===== config.mk =====
export PLATFORM = sky130hd
export DESIGN_NAME = pc_target_encoder
export DESIGN_NICKNAME = d
export VERILOG_FILES = /design/src/rtl/pc_target_pkg.sv /design/src/rtl/target_table.sv /design/src/rtl/pc_target_encoder.sv
export SDC_FILE = /design/constraint.sdc
export NUM_CORES = 1
export LEC_CHECK = 0
export BUFFER_PORTS_ARGS = -buffer_cell sky130_fd_sc_hd__buf_2
export CORE_ASPECT_RATIO = 0.6
export CORE_UTILIZATION = 50
export CTS_CLUSTER_DIAMETER = 120
export DETAILED_ROUTE_END_ITERATION = 8
export MAX_ROUTING_LAYER = met4
export PLACE_DENSITY = 0.68
export SLEW_MARGIN = 20
export SYNTH_ARGS = -nofsm -noshare
export SYNTH_HDL_FRONTEND = slang
export SYNTH_SLANG_ARGS = --single-unit

===== constraint.sdc =====
create_clock -name clk -period 9.2 [get_ports clk]
set_input_delay 1.84 -clock clk [delete_from_list [all_inputs] [get_ports clk]]
set_output_delay 1.84 -clock clk [all_outputs]
set_load 0.005 [all_outputs]

===== src/rtl/pc_target_pkg.sv =====
// Shared widths and state type for the PC target encoder.
// Also imported by the forward lookup and the loader.
package pc_target_pkg;

  localparam int D = 12;
  localparam int A = 6;
  localparam int N = 64;

  typedef enum logic [1:0] {
    IDLE,
    SCAN,
    RESP
  } encoder_state_t;

endpackage


===== src/rtl/target_table.sv =====
// N x (D+1) target register file: one write port, bulk clear,
// one combinational read port. Ports: wr_*, clr, rd_addr -> rd_valid/rd_data.
module target_table
  import pc_target_pkg::*;
(
  input  logic         clk,
  input  logic         rst_n,
  input  logic         wr_en,
  input  logic [A-1:0] wr_addr,
  input  logic [D-1:0] wr_data,
  input  logic         clr,
  input  logic [A-1:0] rd_addr,
  output logic         rd_valid,
  output logic [D-1:0] rd_data
);

  logic [D-1:0] data [N];
  logic [N-1:0] vld;

  always_ff @(posedge clk) begin
    if (wr_en) data[wr_addr] <= wr_data;
  end

  // The write lands after the clear, so a coinciding write survives.
  always_ff @(posedge clk or negedge rst_n) begin
    if (!rst_n) begin
      vld <= '0;
    end else begin
      if (clr) vld <= '0;
      if (wr_en) vld[wr_addr] <= 1'b1;
    end
  end

  assign rd_valid = vld[rd_addr];
  assign rd_data  = data[rd_addr];

endmodule


===== src/rtl/pc_target_encoder.sv =====
// Reverse target lookup: sequential search of the target table for req_target,
// returning hit flag and lowest matching index over valid/ready handshakes.
module pc_target_encoder
  import pc_target_pkg::*;
(
  input  logic         clk,
  input  logic         rst_n,
  input  logic         wr_en,
  input  logic [A-1:0] wr_addr,
  input  logic [D-1:0] wr_data,
  input  logic         clr,
  input  logic         req_valid,
  output logic         req_ready,
  input  logic [D-1:0] req_target,
  output logic         rsp_valid,
  input  logic         rsp_ready,
  output logic         rsp_hit,
  output logic [A-1:0] rsp_addr,
  output logic         busy
);

  localparam logic [A-1:0] LAST = A'(N - 1);

  encoder_state_t state;
  logic [A-1:0]   idx;
  logic [D-1:0]   key;
  logic           rd_valid;
  logic [D-1:0]   rd_data;
  logic           match;

  target_table u_table (
    .clk      (clk),
    .rst_n    (rst_n),
    .wr_en    (wr_en),
    .wr_addr  (wr_addr),
    .wr_data  (wr_data),
    .clr      (clr),
    .rd_addr  (idx),
    .rd_valid (rd_valid),
    .rd_data  (rd_data)
  );

  assign match = rd_valid && (rd_data == key);

  always_ff @(posedge clk or negedge rst_n) begin
    if (!rst_n) begin
      state    <= IDLE;
      idx      <= '0;
      key      <= '0;
      rsp_hit  <= 1'b0;
      rsp_addr <= '0;
    end else begin
      case (state)
        IDLE: begin
          if (req_valid) begin
            key   <= req_target;
            idx   <= '0;
            state <= SCAN;
          end
        end
        SCAN: begin
          if (match) begin
            rsp_hit  <= 1'b1;
            rsp_addr <= idx;
            state    <= RESP;
          end else if (idx == LAST) begin
            rsp_hit  <= 1'b0;
            rsp_addr <= '0;
            state    <= RESP;
          end else begin
            idx <= idx + 1'b1;
          end
        end
        RESP: begin
          if (rsp_ready) state <= IDLE;
        end
        default: state <= IDLE;
      endcase
    end
  end

  assign req_ready = (state == IDLE);
  assign rsp_valid = (state == RESP);
  assign busy      = (state != IDLE);

endmodule


==> impl_summary.log <==
INFO  metric grt_overflow_total = 0
INFO  metric post-route-util = 0.571
INFO  metric critPathSlowestCell = sky130_fd_sc_hd__dfrtp_4
INFO  metric detail_route.iter0.violations = around 2800
INFO  metric design_area = 38200 sq um
INFO  metric slew_headroom = 0.303
INFO  metric largest_net_degree_at_the_start_of_global_routing = 113
INFO  metric clock.fmax = 0.205 GHz
INFO  metric max-clock-path-buffers = 3
INFO  metric critical-path-top-delay-family = simple AND/OR/NAND/NOR gates
INFO  metric design_power_total = 10.8 mW
INFO  metric grt_setup_unrepaired = no
INFO  metric critPathMaxFanout = 32
INFO  metric layout.nets = 1980
INFO  metric power.density_cell_area = 283 nW/um^2
INFO  metric vdd_drop_max = 0.232 mV
INFO  metric postLayoutSetupSlackWorst = about 4.3 ns
INFO  metric cts.reportedPaths.clkPinSlew = 0.07 ns
INFO  metric critPathArrivalTime = 5.40 ns
INFO  metric final-max-slew-violation-count = 0
INFO  metric ioPinCount = 46
INFO  metric worst-slew-pin-transition = 1.04 ns
INFO  metric ctsHoldBuffers = 0
INFO  metric timing.critical_path.required = 9.72 ns
INFO  metric worst_min_delay_path_class = reg -> reg
INFO  metric die-height = approximately 200 um
INFO  metric num_rows = 73
INFO  metric synthArstFlopShare = 0.106
INFO  metric ant_nets = 0
INFO  metric grt_first_pass_wirelength = between 100 and 150 mm
INFO  metric cts.repair_timing.setup_buffer_count = 0
INFO  metric hold_violations = 0
INFO  metric worst_setup_path_start_kind = flip-flop
INFO  metric postSynth.topFlopCell = sky130_fd_sc_hd__edfxtp_1
INFO  metric initial_utilization = 0.510
INFO  metric track_usage = 0.274
INFO  metric run_status = completed
INFO  metric period_minus_slack = 4.88 ns
INFO  metric final_common_cell = sky130_fd_sc_hd__edfxtp_1
INFO  metric routed_wire_length_per_instance = 31.4 um
INFO  metric vias_per_cell = 6.42
INFO  metric synthesized_netlist_net_count = around 1900
INFO  metric core_area = 66900 sq um
INFO  metric cts.sinks = 859
INFO  metric whs = 0.505 ns
INFO  metric drv.max_cap_violation_count = 0
INFO  metric area_growth_syn_to_layout = 12.0%
INFO  metric critical-path-max-stage-delay = 0.70 ns
INFO  metric fin_setup_tns = 0 ns
INFO  metric setup_viol = 0
INFO  metric synth_area = 34100 sq um
INFO  metric first_global_vias = 18000
INFO  metric final_cells = between 2000 and 3000
INFO  metric synth.distinct_cells = 57
INFO  metric grt_antenna_before_repair = 3
INFO  metric numPortBuffers = 45
INFO  metric detailedRoute.firstPassIterationCount = 5
INFO  metric insertion_delay = 0.62 ns
INFO  metric synth-edff-count = 768
INFO  metric dpl-instance-area = 35700 sq um
INFO  metric layout-drive-gt1-share = 0.227
INFO  metric deepest_level_of_the_cts_h_tree = 3
INFO  metric final.period_utilization = 0.530
INFO  metric synth.yosys.warnings = 0
INFO  metric synth_cells = 1839
INFO  metric fraction_of_the_yosys_area_taken_by_sequential_cells = 0.743
INFO  metric routed-via-count = 18700
INFO  metric cts-buffers-inserted = 73
INFO  metric placement.setup.worst_slack = 4.38 ns
INFO  metric dp_hpwl = 55.6 mm
INFO  metric most-common-layout-cells = 768 x sky130_fd_sc_hd__edfxtp_1, 156 x sky130_fd_sc_hd__mux4_2, 130 x sky130_fd_sc_hd__mux2i_1
INFO  metric crit_path_cell_trace = buf_4, mux4_2, a22o_1, a221oi_1, a2111oi_0, or3b_2, o311ai_0, nor3_1, nand4_2, or2_1, mux2i_1
INFO  metric floorplan.die.width = roughly 340 um
INFO  metric power.static_leakage = 12.8 nW
INFO  metric gp_congestion = 0.986
INFO  metric postCtsResizedCells = 0
INFO  metric cts_tree = done
INFO  metric numPlacedInstances = 2768
INFO  metric fill_cells = 5025
INFO  metric floorplan.die_area = 69300 sq um
INFO  metric postSynthRegisterBits = 859
INFO  metric totalWireLength = 91.1 mm
INFO  metric fin_skew = 0.0186 ns
INFO  metric criticalPathCategory = reg -> reg
INFO  metric drc_violation_count_after_routing = 0
INFO  metric worstPathBufferInverterCount = 1
INFO  metric per_instance_average_area_after_synthesis = 18.5 sq um
INFO  metric clockRootBuffer = sky130_fd_sc_hd__clkbuf_16
INFO  metric endpoint_kind = flip-flop
==> Yosys cell counts, drive strengths merged, types with 3 or more instances <==
master,count,share of area
edfxtp,768,0.68
mux4,156,0.10
mux2i,130,0.038
dfrtp,91,0.067
nand2,83,0.0091
nor2,76,0.0084
o22ai,75,0.014
inv,71,0.0078
clkbuf,60,0.0066
buf,55,0.011
a22oi,41,0.0090
a221oi,24,0.0067
nand3,24,0.0035
mux2,17,0.0056
a21oi,15,0.0022
nor2b,15,0.0028
o21ai,15,0.0022
a22o,11,0.0028
a32oi,10,0.0026
xnor2,10,0.0026
nand4,8,0.0017
nor3,8,0.0013
and3,7,0.0013
nand2b,7,0.0013
a2111oi,6,0.0015
o31ai,5,0.0011
or3,5,0.00092
a211oi,4,0.00088
or2,4,0.00073
xor2,4,0.0010
clkinv,3,0.00033
nand3b,3,0.00066
o211ai,3,0.00066
or3b,3,0.00077
==> sequential cells by signal (all words and copies together) (netlist names) <==
signal,flops
u_table.data,768
state,2
key,12
rsp_hit,1
rsp_addr,6
u_table.vld,64
idx,6
==> tightest hold or removal path, delay by kind of cell, from the launching register on <==
| family | cells | cell delay (ns) |
|---|---|---|
| flops | 1 | 0.36 |
| simple gates | 2 | 0.12 |
==> cell type report <==
class / instances / area, sq um / area share
timing repair buffer: 144 / 1020 / 0.0267
antenna: 2 / 5.00 / 0.000131
multi-input combinational: 791 / 7930 / 0.208
inverter: 74 / 278 / 0.00727
clock inverter: 48 / 518 / 0.0136
tap: 900 / 1130 / 0.0295
sequential: 859 / 25300 / 0.664
clock buffer: 87 / 1960 / 0.0514
==> cell families (layout without fill, tap and decap cells) <==
family	Yosys count	count (layout)	synth area share
adder cells (fa/ha/maj)	1	1	0.000367
multiplexers	303	303	0.147
other	0	2	0
buffers and inverters	189	353	0.0254
XOR/XNOR	14	14	0.00359
flip-flops	859	859	0.743
AND/OR/NAND/NOR	252	252	0.0345
AO/OA/AOI/OAI	221	221	0.0464
==> final timing paths <==
| check | slack (ns) | endpoint | cells after the start | start |
|---|---|---|---|---|
| hold / removal | 0.50 | rsp_hit$_DFFE_PN0P_ | 2 | rsp_hit$_DFFE_PN0P_ |
| setup reg to reg | 4.32 | rsp_addr[5]$_DFFE_PN0P_ | 11 | idx[0]$_DFFE_PN0P_ |
| max in group asynchronous | 6.85 | u_table.vld[18]$_DFF_PN0_ | 2 | rst_n |
| hold reg to reg | 0.50 | rsp_hit$_DFFE_PN0P_ | 2 | rsp_hit$_DFFE_PN0P_ |
| min in group asynchronous | 1.16 | key[6]$_DFFE_PN0P_ | 1 | rst_n |
| setup / recovery | 4.32 | rsp_addr[5]$_DFFE_PN0P_ | 11 | idx[0]$_DFFE_PN0P_ |
==> power by group <==
part / total, mW / internal [mW] / switching [mW]
sequential: 4.48 / 4.32 / 0.162
combinational: 3.08 / 1.22 / 1.86
clock: 3.25 / 1.84 / 1.41
total: 10.8 / 7.38 / 3.43
==> per-layer routing <==
metal | vias to the layer above | track usage | share of wire
met3 | 122 | 0.0750 | 0.13
met4 | 0 | 0.0539 | 0.017
met5 | - | - | 0
met1 | 9766 | 0.419 | 0.43
met2 | 1181 | 0.366 | 0.42
li1 | 7582 | - | -
No activity file was read; power rests on OpenSTA's default activity.
